File: src/rtl/fd_pkg.sv
// fd_pkg: shared declarations for the fetch->decode stage buffer.
//   fd_state_t  occupancy state of the two-entry buffer (EMPTY, ONE, FULL)
//   FD_NOP_INS  bubble instruction shown to decode when nothing is valid
//   FD_CNT_W    width of the optional performance counters
package fd_pkg;

    typedef enum logic [1:0] {
        EMPTY = 2'd0,
        ONE   = 2'd1,
        FULL  = 2'd2
    } fd_state_t;

    localparam logic [31:0] FD_NOP_INS = 32'hdc000000;
    localparam int          FD_CNT_W   = 32;

endpackage

File: src/rtl/fd_perf_cnt.sv
// fd_perf_cnt: free-running event counters for the fetch->decode buffer.
// Ports:
//   clk        clock, rising edge
//   rstd       asynchronous active-low reset, clears both counters
//   stall_evt  decode is holding a valid entry without consuming it
//   flush_evt  a flush discarded at least one valid entry
//   stall_cnt  number of stall cycles, wraps modulo 2^32
//   flush_cnt  number of effective flushes, wraps modulo 2^32
module fd_perf_cnt
    import fd_pkg::*;
(
    input  logic                clk,
    input  logic                rstd,
    input  logic                stall_evt,
    input  logic                flush_evt,
    output logic [FD_CNT_W-1:0] stall_cnt,
    output logic [FD_CNT_W-1:0] flush_cnt
);

    logic [1:0]          evt;
    logic [FD_CNT_W-1:0] cnt_reg [2];

    assign evt = {flush_evt, stall_evt};

    genvar gi;
    generate
        for (gi = 0; gi < 2; gi++) begin : g_cnt
            always_ff @(posedge clk or negedge rstd) begin
                if (!rstd) begin
                    cnt_reg[gi] <= '0;
                end else if (evt[gi]) begin
                    cnt_reg[gi] <= cnt_reg[gi] + 1'b1;
                end
            end
        end
    endgenerate

    assign stall_cnt = cnt_reg[0];
    assign flush_cnt = cnt_reg[1];

endmodule

File: src/rtl/fd_stage_buf.sv
// fd_stage_buf: fetch->decode stage register with valid/ready handshake
// and a two-entry skid buffer (main + skid). Outputs come from main only.
// Build option: define FD_PERF_CNT_EN to add stall_cnt/flush_cnt ports.
// Ports:
//   clk, rstd            clock (rising) and asynchronous active-low reset
//   flush                discard all held entries (redirect)
//   in_valid/in_ready    fetch handshake; in_ready is registered
//   pc_in, ins_in        fetched PC and instruction
//   out_valid/out_ready  decode handshake
//   pc_out, ins_out      head entry; ins_out is NOP_INS when out_valid=0
//   stall_cnt, flush_cnt (FD_PERF_CNT_EN only) performance counters
module fd_stage_buf
    import fd_pkg::*;
#(
    parameter int               PC_W    = 32,
    parameter int               INS_W   = 32,
    parameter logic [INS_W-1:0] NOP_INS = FD_NOP_INS
) (
    input  logic             clk,
    input  logic             rstd,
    input  logic             flush,
    input  logic             in_valid,
    output logic             in_ready,
    input  logic [PC_W-1:0]  pc_in,
    input  logic [INS_W-1:0] ins_in,
    output logic             out_valid,
    input  logic             out_ready,
    output logic [PC_W-1:0]  pc_out,
    output logic [INS_W-1:0] ins_out
`ifdef FD_PERF_CNT_EN
    ,
    output logic [31:0]      stall_cnt,
    output logic [31:0]      flush_cnt
`endif
);

    fd_state_t        state_reg, state_next;
    logic             in_ready_reg;
    logic [PC_W-1:0]  main_pc_reg, skid_pc_reg;
    logic [INS_W-1:0] main_ins_reg, skid_ins_reg;

    logic accept, pop;
    logic load_main_in, load_main_skid, load_skid_in;

    assign out_valid = (state_reg != EMPTY);
    assign in_ready  = in_ready_reg;
    assign accept    = in_valid & in_ready_reg;
    assign pop       = out_valid & out_ready;

    // Next state and data-register load enables. Flush wins over
    // everything: nothing is loaded, so an entry accepted in the same
    // cycle is dropped and pc_out keeps its last value.
    always_comb begin
        state_next     = state_reg;
        load_main_in   = 1'b0;
        load_main_skid = 1'b0;
        load_skid_in   = 1'b0;
        if (flush) begin
            state_next = EMPTY;
        end else begin
            case (state_reg)
                EMPTY: begin
                    if (accept) begin
                        state_next   = ONE;
                        load_main_in = 1'b1;
                    end
                end
                ONE: begin
                    if (accept && pop) begin
                        load_main_in = 1'b1;
                    end else if (accept) begin
                        state_next   = FULL;
                        load_skid_in = 1'b1;
                    end else if (pop) begin
                        state_next   = EMPTY;
                    end
                end
                FULL: begin
                    // in_ready is low here, so only a pop can happen.
                    if (pop) begin
                        state_next     = ONE;
                        load_main_skid = 1'b1;
                    end
                end
                default: state_next = EMPTY;
            endcase
        end
    end

    always_ff @(posedge clk or negedge rstd) begin
        if (!rstd) begin
            state_reg    <= EMPTY;
            in_ready_reg <= 1'b1;
            main_pc_reg  <= '0;
            main_ins_reg <= NOP_INS;
            skid_pc_reg  <= '0;
            skid_ins_reg <= '0;
        end else begin
            state_reg    <= state_next;
            in_ready_reg <= (state_next != FULL);
            if (load_main_in) begin
                main_pc_reg  <= pc_in;
                main_ins_reg <= ins_in;
            end else if (load_main_skid) begin
                main_pc_reg  <= skid_pc_reg;
                main_ins_reg <= skid_ins_reg;
            end
            if (load_skid_in) begin
                skid_pc_reg  <= pc_in;
                skid_ins_reg <= ins_in;
            end
        end
    end

    assign pc_out  = main_pc_reg;
    assign ins_out = out_valid ? main_ins_reg : NOP_INS;

`ifdef FD_PERF_CNT_EN
    fd_perf_cnt u_perf_cnt (
        .clk       (clk),
        .rstd      (rstd),
        .stall_evt (out_valid & ~out_ready),
        .flush_evt (flush & out_valid),
        .stall_cnt (stall_cnt),
        .flush_cnt (flush_cnt)
    );
`endif

endmodule
File: config.mk
export PLATFORM = sky130hd
export DESIGN_NAME = fd_stage_buf
export DESIGN_NICKNAME = d
export VERILOG_FILES = /design/src/rtl/fd_pkg.sv /design/src/rtl/fd_perf_cnt.sv /design/src/rtl/fd_stage_buf.sv
export SDC_FILE = /design/constraint.sdc
export NUM_CORES = 1
export LEC_CHECK = 0
export ABC_AREA = 1
export BUFFER_PORTS_ARGS = -buffer_cell sky130_fd_sc_hd__buf_2
export CAP_MARGIN = 30
export CORE_ASPECT_RATIO = 0.7
export CORE_MARGIN = 3
export CORE_UTILIZATION = 50
export CTS_CLUSTER_DIAMETER = 200
export CTS_CLUSTER_SIZE = 14
export DETAILED_ROUTE_END_ITERATION = 16
export GPL_TIMING_DRIVEN = 0
export PLACE_DENSITY_LB_ADDON = 0.1
export RECOVER_POWER = 50
export SLEW_MARGIN = 20
export SYNTH_ARGS = -nofsm -noshare
export SYNTH_HDL_FRONTEND = slang
export SYNTH_SLANG_ARGS = --single-unit
File: constraint.sdc
create_clock -name clk -period 1.45 [get_ports clk]
set_input_delay 0.0725 -clock clk [delete_from_list [all_inputs] [get_ports clk]]
set_output_delay 0.0725 -clock clk [all_outputs]
set_load 0.01 [all_outputs]
; ---- After elaboration in Yosys (flattened, before gate mapping)
; Cells that the tools add are included.
; W data, S select, Z words.
[totals]
register_bits = 131
latchBits = 0
mem_bits_rw = 0
romBits = 0
input_bits = 69
output_inout_bits = 66
wordCells = 37
memories = 0
[op_classes]
n_addsub = 0
n_mul = 0
div_mod_pow = 0
n_lt_le_gt_ge = 0
eq_ne = 3
n_shift = 0
mux = 22
n_bitwise = 2
n_reduce_logical = 4
[ops]
columns = cell, n
row1 = $mux W32, 5
row2 = $mux W2, 6
row3 = $mux W1, 9
row4 = $pmux W2 S3, 1
row5 = $reduce_bool A2 Y1, 2
row6 = $and A1 B1 Y1, 2
row7 = $eq A2 B1 Y1 const B, 1
row8 = $eq A2 B2 Y1 const B, 1
row9 = $logic_not A2 Y1, 1
row10 = $ne A2 B2 Y1 const B, 1
row11 = $pmux W1 S2, 1
row12 = $logic_and A1 B1 Y1, 1

; ---- Logic depth before layout (Yosys ltp)
; Gate-level depths: netlist (run 1).
[depth]
depth_word = 8
depth_mapped = 8
mapped_depth_nobuf = 7

; ---- Least setup slack after synthesis (run 1)
; Ideal clock, no wire load.
[synth_timing]
kind = reg2reg
startpoint = reg in_ready_reg, in the netlist in_ready
endpoint = reg main_pc_reg[12], in the netlist pc_out[12]
setup_time_ps = 118
arrival_time_ps = 1297
required_time_ps = 1332
setup_slack_ps = 35
path_stages_with_launch = 8
path_buffers = 2
period_less_slack_ps = 1415
path_cell_list = dfstp_2 > nand2_1 > inv_1 > buf_2 > buf_2 > nand4_1 > nand3_1 > nand2_1
[synth_via]
elab_chain_len = 6
word_cells_on_any_way = 8
classes_between = 5 x mux / 1 x bitwise / 2 x reduce/logical
[synth_rtl]
columns = element, line
row1 = start: declaration, fd_stage_buf.sv:38  ; logic in_ready_reg;
row2 = start signal: assignment, fd_stage_buf.sv:100  ; in_ready_reg <= (state_next != FULL);
row3 = $and A1 B1 Y1 (*), fd_stage_buf.sv:47  ; assign accept = in_valid & in_ready_reg;
row4 = $logic_and A1 B1 Y1, fd_stage_buf.sv:69  ; if (accept && pop) begin
row5 = $mux W1, fd_stage_buf.sv:69
row6 = $pmux W1 S2 (*), fd_stage_buf.sv:61  ; case (state_reg)
row7 = $mux W1 (*), fd_stage_buf.sv:58  ; if (flush) begin
row8 = $mux W32 or $reduce_bool A2 Y1 (tied branches), -
row9 = end signal: assignment, fd_stage_buf.sv:102  ; main_pc_reg <= pc_in;
row10 = end signal: assignment, fd_stage_buf.sv:105  ; main_pc_reg <= skid_pc_reg;
row11 = end: declaration, fd_stage_buf.sv:39  ; logic [PC_W-1:0] main_pc_reg, skid_pc_reg;
; Mark *: on every way between the ends. The rest lies on a longest branch, timed or not.
; A chain may end at the register's enable or synchronous reset.

; ---- Worst setup path in the final report (run 1)
[layout_timing]
startpoint = reg in_ready_reg, in the netlist in_ready
endpoint = reg main_ins_reg[16]
[layout_via]
elab_chain_len = 6
word_cells_on_any_way = 8
classes_between = 5 x mux / 1 x bitwise / 2 x reduce/logical
[layout_rtl]
columns = element, line
row1 = $and A1 B1 Y1 (*), fd_stage_buf.sv:47
row2 = $logic_and A1 B1 Y1, fd_stage_buf.sv:69
row3 = $mux W1, fd_stage_buf.sv:69
row4 = $pmux W1 S2 (*), fd_stage_buf.sv:61
row5 = $mux W1 (*), fd_stage_buf.sv:58
row6 = $mux W32 or $reduce_bool A2 Y1 (tied branches), -
row7 = end signal: assignment, fd_stage_buf.sv:103  ; main_ins_reg <= ins_in;
row8 = end signal: assignment, fd_stage_buf.sv:106  ; main_ins_reg <= skid_ins_reg;
row9 = end: declaration, fd_stage_buf.sv:40  ; logic [INS_W-1:0] main_ins_reg, skid_ins_reg;
; Marks and branches as above.

==> results.sh, run 1 <==
export IMPL_cts_buffer_depth=2
export IMPL_drc=0
export IMPL_start_util_pct=52.0
export IMPL_stdcell_count=1286
export IMPL_die_h_um=102
export IMPL_crit_fanout=10
export IMPL_hpwlAfterDp_mm=11.5
export IMPL_path_cells="nand2_2, inv_2, buf_4, buf_6, buf_4, nand4_1, nand3_1, nand2_1"
export IMPL_yosysWarnings=0
export IMPL_final_common_cell="nand2_1"
export IMPL_clk_pin_slew_ps=60
export IMPL_drt_iter0_drc=696
export IMPL_hp_class="in -> reg"
export IMPL_rsz0062_at_grt="true"
export IMPL_wl_mm=22.9
export IMPL_cp_depth=8
export IMPL_cts_tree="built"
export IMPL_critPathMaxStageDelay_ps=550
export IMPL_path_common_cell="buf_4"
export IMPL_numCtsBuffers=17
export IMPL_critPathLaunch="in_ready$_DFF_PN1_"
export IMPL_place_gp_congestion=0.805
export IMPL_final_nets=1184
export IMPL_ioPinCount=135
export IMPL_setup_viol=162
export IMPL_fin_crit_sh_pct=115
export IMPL_final_max_slew_violation_count=0
export IMPL_dpl_cell_count=1144
export IMPL_crit_arrival_ps=1970
export IMPL_drive_above_1_share_pct=38.4
export IMPL_path_class="reg -> reg"
export IMPL_clock_fmax_mhz=599
export IMPL_r2r_slack_ps=-220
export IMPL_r2r_start="in_ready$_DFF_PN1_"
export IMPL_seq_area_um2=3290
export IMPL_synth_distinct_cells=24
export IMPL_area_delta_synth_final_pct=61.8
export IMPL_hold_violations=0
export IMPL_diodes=0
export IMPL_grt_usage_pct=28.0
export IMPL_yosysSeqAreaShare_pct=50.0
export IMPL_reg2regPathDepth=8
export IMPL_syn_area_per_cell_um2=7.75
export IMPL_cp_top_family="flip-flops"
export IMPL_fin_skew_ps=9.41
export IMPL_grt_first_pass_wirelength_mm=32.2
export IMPL_crit_path_start_kind="flip-flop"
export IMPL_leakage_nw=5.58
export IMPL_tightest_slew_ps=1000
export IMPL_finalWorstSetupSlack_ps=-219
export IMPL_grt_ovfl_total=0
export IMPL_grt_pass1_vias=6513
export IMPL_viasPerCell=5.43
export IMPL_post_route_min_period_ps=1670
export IMPL_vias=6979
export IMPL_whs_path_depth=7
export IMPL_clock_latency_ps=410
export IMPL_ys_seq_elements=131
export IMPL_dieArea_um2=14600
export IMPL_syn_inst=847
export IMPL_crit_end="main_ins_reg[16]$_DFFE_PN0P_"
export IMPL_peakVddDrop_mv=0.977
export IMPL_drv_cap=0
export IMPL_endpoint_kind="flip-flop"
export IMPL_core_um2=12600
export IMPL_clock_sinks=131
export IMPL_cts_root_buf="clkbuf_16"
export IMPL_drt_first_pass_iters=6
export IMPL_final_cell_mix="179 x nand2_1, 156 x inv_1, 123 x dfrtp_1"
export IMPL_ant_nets=0
export IMPL_antenna_found_initial=0
export IMPL_die_w_um=143
export IMPL_power_density_nw_per_um2=1250
export IMPL_violations="setup timing"
export IMPL_h_tree_depth=4
export IMPL_fillers=692
export IMPL_required_ps=1750
export IMPL_path_buf_inv=4
export IMPL_netlist_area_um2=6570
export IMPL_port_buffers=134
export IMPL_slew_headroom_pct=33.2
export IMPL_rows=34
export IMPL_grt_max_degree=71
export IMPL_outcome="complete, but fails checks"
export IMPL_synth_nets=916
export IMPL_multi_input_area_um2=3000
export IMPL_r2r_end="main_ins_reg[16]$_DFFE_PN0P_"
export IMPL_critPathSlowestCell="dfstp_2"
export IMPL_wire_per_inst_um=17.8
export IMPL_pre_cts_ws_ps=-281
-- routing by layer --
metal  part of all wire [%]  GRT usage, %  vias up
li1                       -             -     3181
met1                     41          38.9     3385
met2                     48          45.0      355
met3                    8.4          5.47       58
met4                    2.4          8.40        0
met5                      0             0        -
-- cell usage after synthesis (all sizes together) --
master	number	area (µm²)
nand2	259	1010
inv	162	616
dfrtp	125	3130
nand3	70	368
o21ai	66	330
nand4	65	407
buf	51	360
nor2	31	126
clkbuf	6	22.5
dfstp	6	158
or2	5	31.3
a21oi	1	5.00
-- area by class of cell --
| cell class | instances | share of cell area (%) |
|---|---|---|
| flip-flops and latches | 131 | 30.9 |
| repair inverters | 1 | 0.0824 |
| multi-input cells | 497 | 28.3 |
| clock inverters | 6 | 0.542 |
| repair buffers | 251 | 21.8 |
| plain buffers | 54 | 6.06 |
| inverters | 162 | 5.92 |
| well taps | 162 | 1.91 |
| clock buffers | 22 | 4.46 |
-- what timing repair did --
action | 4_1_cts | 5_1_grt
buffers inserted | 28 | 2
gates cloned | 12 | 9
endpoints found under the setup margin | 154 | 162
hold buffers | 67 | 0
pin swaps | 10 | 5
endpoints found under the hold margin | 131 | 0
resized for setup | 185 | 215
-- kinds of logic (layout without fill, tap and decap cells) --
group,Yosys count,in the layout,synth area share [%]
buf+inv,219,496,15.2
compound gates,67,67,5.11
flops,131,131,50.0
simple gates,430,430,29.6
-- report_power, final --
| group | leakage (nW) | switching (mW) | internal [mW] |
|---|---|---|---|
| clock network | 0.263 | 1.55 | 2.44 |
| registers | 1.65 | 0.733 | 4.62 |
| logic | 3.66 | 2.08 | 1.89 |
-- through the flow --
| stage | setup TNS [ps] | utilization [%] | hold WS [ps] | instance area, µm² | total power [mW] |
|---|---|---|---|---|---|
| floorplan | 0 | - | -223 | 6570 | 6.84 |
| global placement | -211430 | 58.9 | 344 | 7440 | 7.70 |
| detailed placement | -23110 | 59.2 | 70.7 | 7480 | 7.80 |
| CTS | -8170 | 76.6 | 148 | 9670 | 12.4 |
| global route | -28370 | 84.1 | 244 | 10600 | 14.0 |
| finish | -23020 | 84.1 | 256 | 10600 | 13.3 |
-- tightest hold or removal path, stage by stage --
cell and delay [ps]:
buf_2 110, nand2_2 60, buf_4 100, buf_4 100, nand3_1 80, nand2_1 70
a21oi_1 40
-- worst min path at each step --
stage | start | to | slack (ps)
5_1_grt | in_valid | state_reg[0]$_DFF_PN0_ | 240
3_5_place_dp | rstd | pc_out[18]$_DFFE_PN0P_ | 70
2_1_floorplan | rstd | main_ins_reg[0]$_DFFE_PN0P_ | -220
3_3_place_gp | pc_in[18] | skid_pc_reg[18]$_DFFE_PN0P_ | 340
4_1_cts | in_valid | state_reg[0]$_DFF_PN0_ | 150
6_report | in_valid | state_reg[0]$_DFF_PN0_ | 260
(Power assumes the default switching activity.)
==> run 2: changes to the inputs <==
--- a/config.mk
+++ b/config.mk
@@ -17,6 +17,8 @@
 export GPL_TIMING_DRIVEN = 0
 export PLACE_DENSITY_LB_ADDON = 0.1
 export RECOVER_POWER = 50
+export REMOVE_ABC_BUFFERS = 1
+export SKIP_CTS_REPAIR_TIMING = 1
 export SLEW_MARGIN = 20
 export SYNTH_ARGS = -nofsm -noshare
 export SYNTH_HDL_FRONTEND = slang
==> results.sh, run 2 (synthesis results as in run 1) <==
export IMPL_cts_tree="built"
export IMPL_drt_first_pass_iters=5
export IMPL_path_common_cell="buf_12"
export IMPL_crit_path_start_kind="flip-flop"
export IMPL_outcome="complete, but fails checks"
export IMPL_cts_root_buf="clkbuf_16"
export IMPL_grt_pass1_vias=5351
export IMPL_grt_first_pass_wirelength_mm=25.9
export IMPL_r2r_start="state_reg[1]$_DFF_PN0_"
export IMPL_dr_wl_met3_mm=2.14
export IMPL_reg2regPathDepth=9
export IMPL_antenna_found_initial=0
export IMPL_drv_cap=0
export IMPL_critPathLaunch="state_reg[1]$_DFF_PN0_"
export IMPL_clock_fmax_mhz=557
export IMPL_topRoutingLayerUsed="met4"
export IMPL_h_tree_depth=4
export IMPL_path_class="reg -> reg"
export IMPL_pre_cts_ws_ps=-2070
export IMPL_grt_max_degree=70
export IMPL_wl_met2_mm=10.3
export IMPL_rsz0062_at_grt="true"
export IMPL_place_gp_congestion=0.770
export IMPL_crit_arrival_ps=2100
export IMPL_r2r_end="skid_pc_reg[11]$_DFFE_PN0P_"
export IMPL_clock_sinks=131
export IMPL_cts_buffer_depth=2
export IMPL_critPathSlowestCell="dfrtp_2"
export IMPL_hpwlAfterDp_mm=9.02
export IMPL_diodes=0
export IMPL_holdCritStartpoint="out_ready"
export IMPL_start_util_pct=52.0
export IMPL_fillers=870
export IMPL_area_delta_synth_final_pct=49.4
export IMPL_clock_latency_ps=420
export IMPL_critPathMaxStageDelay_ps=440
export IMPL_vias=6673
export IMPL_hold_violations=2
export IMPL_leakage_nw=5.38
export IMPL_peakVddDrop_mv=0.993
export IMPL_slew_headroom_pct=39.3
export IMPL_power_density_nw_per_um2=1330
export IMPL_crit_end="skid_pc_reg[11]$_DFFE_PN0P_"
export IMPL_violations="hold timing, setup timing"
export IMPL_tightest_slew_ps=911
export IMPL_power_mw=13.1
export IMPL_r2r_slack_ps=-350
export IMPL_drc=0
export IMPL_final_common_cell="nand2_1"
export IMPL_ioPinCount=135
export IMPL_port_buffers=134
export IMPL_fin_crit_sh_pct=124
export IMPL_finalHoldWorstSlack_ps=-31.3
export IMPL_drt_iter0_drc=598
export IMPL_required_ps=1760
export IMPL_final_nets=1162
export IMPL_endpoint_kind="flip-flop"
export IMPL_drive_above_1_share_pct=29.4
export IMPL_final_max_slew_violation_count=0
export IMPL_finalWorstSetupSlack_ps=-347
export IMPL_crit_fanout=8
export IMPL_wire_per_inst_um=17.9
export IMPL_rows=34
export IMPL_viasPerCell=5.26
export IMPL_grt_usage_pct=22.4
export IMPL_m1WireLength_mm=9.80
export IMPL_fin_skew_ps=12.0
export IMPL_dieArea_um2=14600
export IMPL_die_w_um=143
export IMPL_clk_pin_slew_ps=60
export IMPL_post_route_min_period_ps=1800
export IMPL_core_um2=12600
export IMPL_setup_viol=160
export IMPL_numCtsBuffers=17
export IMPL_wl_mm=22.7
export IMPL_grt_ovfl_total=0
export IMPL_die_h_um=102
export IMPL_ant_nets=0
export IMPL_path_cells="nor2_4, buf_12, nand4_1, buf_6, buf_12, buf_12, clkbuf_16, nand2_2, o21ai_2"
export IMPL_final_cell_mix="221 x nand2_1, 158 x inv_1, 128 x buf_2"
export IMPL_hp_class="in -> reg"
==> run 2: cell types whose count changed in the layout (fill, tap and decap cells not counted), sizes merged <==
cell	change
dlygate4sd3	-3
clkinv	+3
nand3	+3
clkbuf	-9
buf	-22
nand2	+4
inv	+3
bufinv	+3
==> run 2: through the flow <==
| stage | instances | setup TNS, ps | util (%) | area (µm²) |
|---|---|---|---|---|
| floorplan | 790 | -380370 | - | 6180 |
| global placement | 1086 | -898180 | 55.8 | 7060 |
| detailed placement | 1097 | -197880 | 57.4 | 7260 |
| CTS | 1129 | -206730 | 62.2 | 7860 |
| global route | 1268 | -44830 | 77.6 | 9810 |
| finish | 1268 | -38850 | 77.6 | 9810 |
==> run 2: layout make-up <==
type | count | area (µm²) | area share [%]
clock buffer | 21 | 440 | 4.49
clock inverter | 11 | 161 | 1.65
inverter | 162 | 651 | 6.63
multi-input combinational | 504 | 2640 | 26.9
sequential | 131 | 3290 | 33.6
tap | 162 | 203 | 2.07
timing repair buffer | 272 | 2360 | 24.1
timing repair inverter | 5 | 60.1 | 0.612
==> run 2: worst min path at each step <==
| stage | end | cells past startpoint | slack (ps) |
|---|---|---|---|
| floorplan | main_ins_reg[0]$_DFFE_PN0P_ | 0 | -220 |
| global placement | skid_pc_reg[24]$_DFFE_PN0P_ | 3 | 340 |
| detailed placement | pc_out[24]$_DFFE_PN0P_ | 1 | 40 |
| CTS | pc_out[24]$_DFFE_PN0P_ | 1 | -400 |
| global route | state_reg[0]$_DFF_PN0_ | 3 | -20 |
| finish | state_reg[0]$_DFF_PN0_ | 3 | -30 |
==> run 2: power by group <==
group | internal, mW | switching [mW] | leakage, nW
Sequential | 4.62 | 0.584 | 1.65
Clock | 2.86 | 1.62 | 0.295
Combinational | 1.51 | 1.86 | 3.43
Total | 9.00 | 4.06 | 5.38
==> run 2: per-layer routing <==
layer,vias to the layer above,GRT usage [%]
met4,0,6.79
li1,3143,-
met3,42,4.86
met2,359,35.1
met1,3129,31.7
met5,-,0
==> run 2: critical path: cells and delay by family, from the launching register on <==
kind | cells | cell delay [ps]
flip-flops | 1 | 440
AO/OA/AOI/OAI | 1 | 50
AND/OR/NAND/NOR | 3 | 420
buffers and inverters | 5 | 770
==> run 3: changes to the inputs <==
--- a/config.mk
+++ b/config.mk
@@ -8,7 +8,6 @@
 export ABC_AREA = 1
 export BUFFER_PORTS_ARGS = -buffer_cell sky130_fd_sc_hd__buf_2
 export CAP_MARGIN = 30
-export CORE_ASPECT_RATIO = 0.7
 export CORE_MARGIN = 3
 export CORE_UTILIZATION = 50
 export CTS_CLUSTER_DIAMETER = 200
==> results.sh, run 3 (synthesis results as in run 1) <==
export IMPL_ant_nets=0
export IMPL_fin_skew_ps=5.57
export IMPL_hpwlAfterDp_mm=9.94
export IMPL_crit_fanout=8
export IMPL_path_buf_inv=5
export IMPL_hp_class="in -> reg"
export IMPL_r2r_start="state_reg[1]$_DFF_PN0_"
export IMPL_post_route_min_period_ps=1750
export IMPL_reg2regPathDepth=9
export IMPL_viasPerCell=5.66
export IMPL_finalWorstSetupSlack_ps=-300
export IMPL_final_cell_mix="157 x inv_1, 154 x nand2_1, 123 x dfrtp_1"
export IMPL_tightest_slew_ps=811
export IMPL_endpoint_kind="flip-flop"
export IMPL_rsz0062_at_grt="true"
export IMPL_drive_above_1_share_pct=39.4
export IMPL_final_common_cell="inv_1"
export IMPL_outcome="complete, but fails checks"
export IMPL_clk_pin_slew_ps=60
export IMPL_dr_wl_met3_mm=2.59
export IMPL_port_buffers=134
export IMPL_r2r_end="skid_ins_reg[21]$_DFFE_PN0P_"
export IMPL_fin_crit_sh_pct=121
export IMPL_cts_tree="built"
export IMPL_holdCritStartpoint="flush"
export IMPL_h_tree_depth=4
export IMPL_critPathSlowestCell="dfrtp_2"
export IMPL_violations="setup timing"
export IMPL_grt_max_degree=77
export IMPL_required_ps=1750
export IMPL_topRoutingLayerUsed="met4"
export IMPL_wl_met2_mm=12.7
export IMPL_die_h_um=121
export IMPL_hold_violations=0
export IMPL_start_util_pct=51.6
export IMPL_cp_depth=9
export IMPL_grt_ovfl_total=0
export IMPL_pre_cts_ws_ps=-1800
export IMPL_path_class="reg -> reg"
export IMPL_path_cells="nor2_4, buf_12, nand4_1, buf_6, buf_12, buf_12, clkbuf_16, nand2_2, o21ai_1"
export IMPL_numCtsBuffers=17
export IMPL_core_um2=12700
export IMPL_die_w_um=121
export IMPL_path_common_cell="buf_12"
export IMPL_final_max_slew_violation_count=0
export IMPL_grt_pass1_vias=5770
export IMPL_wire_per_inst_um=20.3
export IMPL_leakage_nw=5.70
export IMPL_clock_fmax_mhz=571
export IMPL_dpl_cell_count=1110
export IMPL_slew_headroom_pct=46.0
export IMPL_clock_sinks=131
export IMPL_cts_root_buf="clkbuf_16"
export IMPL_crit_path_start_kind="flip-flop"
export IMPL_critPathLaunch="state_reg[1]$_DFF_PN0_"
export IMPL_setup_viol=158
export IMPL_drt_iter0_drc=730
export IMPL_place_gp_congestion=0.786
export IMPL_rows=41
export IMPL_power_mw=13.5
export IMPL_m1WireLength_mm=9.66
export IMPL_antenna_found_initial=0
export IMPL_dieArea_um2=14500
export IMPL_final_nets=1180
export IMPL_ioPinCount=135
export IMPL_crit_arrival_ps=2050
export IMPL_cts_buffer_depth=2
export IMPL_vias=7336
export IMPL_crit_end="skid_ins_reg[21]$_DFFE_PN0P_"
export IMPL_clock_latency_ps=420
export IMPL_peakVddDrop_mv=0.887
export IMPL_drv_cap=0
export IMPL_power_density_nw_per_um2=1240
export IMPL_critPathMaxStageDelay_ps=450
export IMPL_r2r_slack_ps=-300
export IMPL_grt_first_pass_wirelength_mm=27.6
export IMPL_area_delta_synth_final_pct=64.9
export IMPL_wl_mm=26.3
export IMPL_stdcell_count=1296
export IMPL_grt_usage_pct=23.7
export IMPL_cp_top_family="buffers and inverters"
export IMPL_diodes=0
export IMPL_drt_first_pass_iters=8
export IMPL_drc=0
[run 3: power breakdown]
part / switching, mW / leakage [nW] / internal (mW)
Clock: 1.54 / 0.269 / 2.48
Sequential: 0.782 / 1.65 / 4.62
Combinational: 2.21 / 3.77 / 1.83
Total: 4.53 / 5.70 / 8.94
[run 3: area by class of cell]
cell class | instances | area, µm²
Tap cell | 172 | 215
Clock buffer | 27 | 493
Sequential cell | 131 | 3290
Multi-Input combinational cell | 508 | 3250
Timing Repair Buffer | 286 | 2790
Fill cell | 689 | 1890
Clock inverter | 5 | 50.0
Timing Repair inverter | 5 | 86.3
Inverter | 162 | 653
[run 3: worst min path at each step]
stage / endpoint / cells past startpoint
after floorplan: main_ins_reg[0]$_DFFE_PN0P_ / 0
after global placement: skid_pc_reg[1]$_DFFE_PN0P_ / 3
after detailed placement: skid_ins_reg[7]$_DFFE_PN0P_ / 1
after CTS: skid_ins_reg[6]$_DFFE_PN0P_ / 1
after global routing: state_reg[1]$_DFF_PN0_ / 2
final: state_reg[1]$_DFF_PN0_ / 2
[run 3: metal layers]
metal / vias to the layer above / track usage (%)
met5: - / 0
li1: 3188 / -
met4: 0 / 9.84
met3: 129 / 5.24
met1: 3500 / 30.3
met2: 519 / 39.2
[run 3: through the flow]
stage	hold slack (ps)	cell area, µm²	TNS [ps]	utilization [%]
after floorplan	-223	6180	-380370	-
after global placement	332	7070	-928700	55.6
after detailed placement	26.9	7340	-162420	57.7
after CTS	-415	7880	-170580	61.9
after global routing	-5.74	10800	-37970	85.1
final	3.95	10800	-33360	85.1
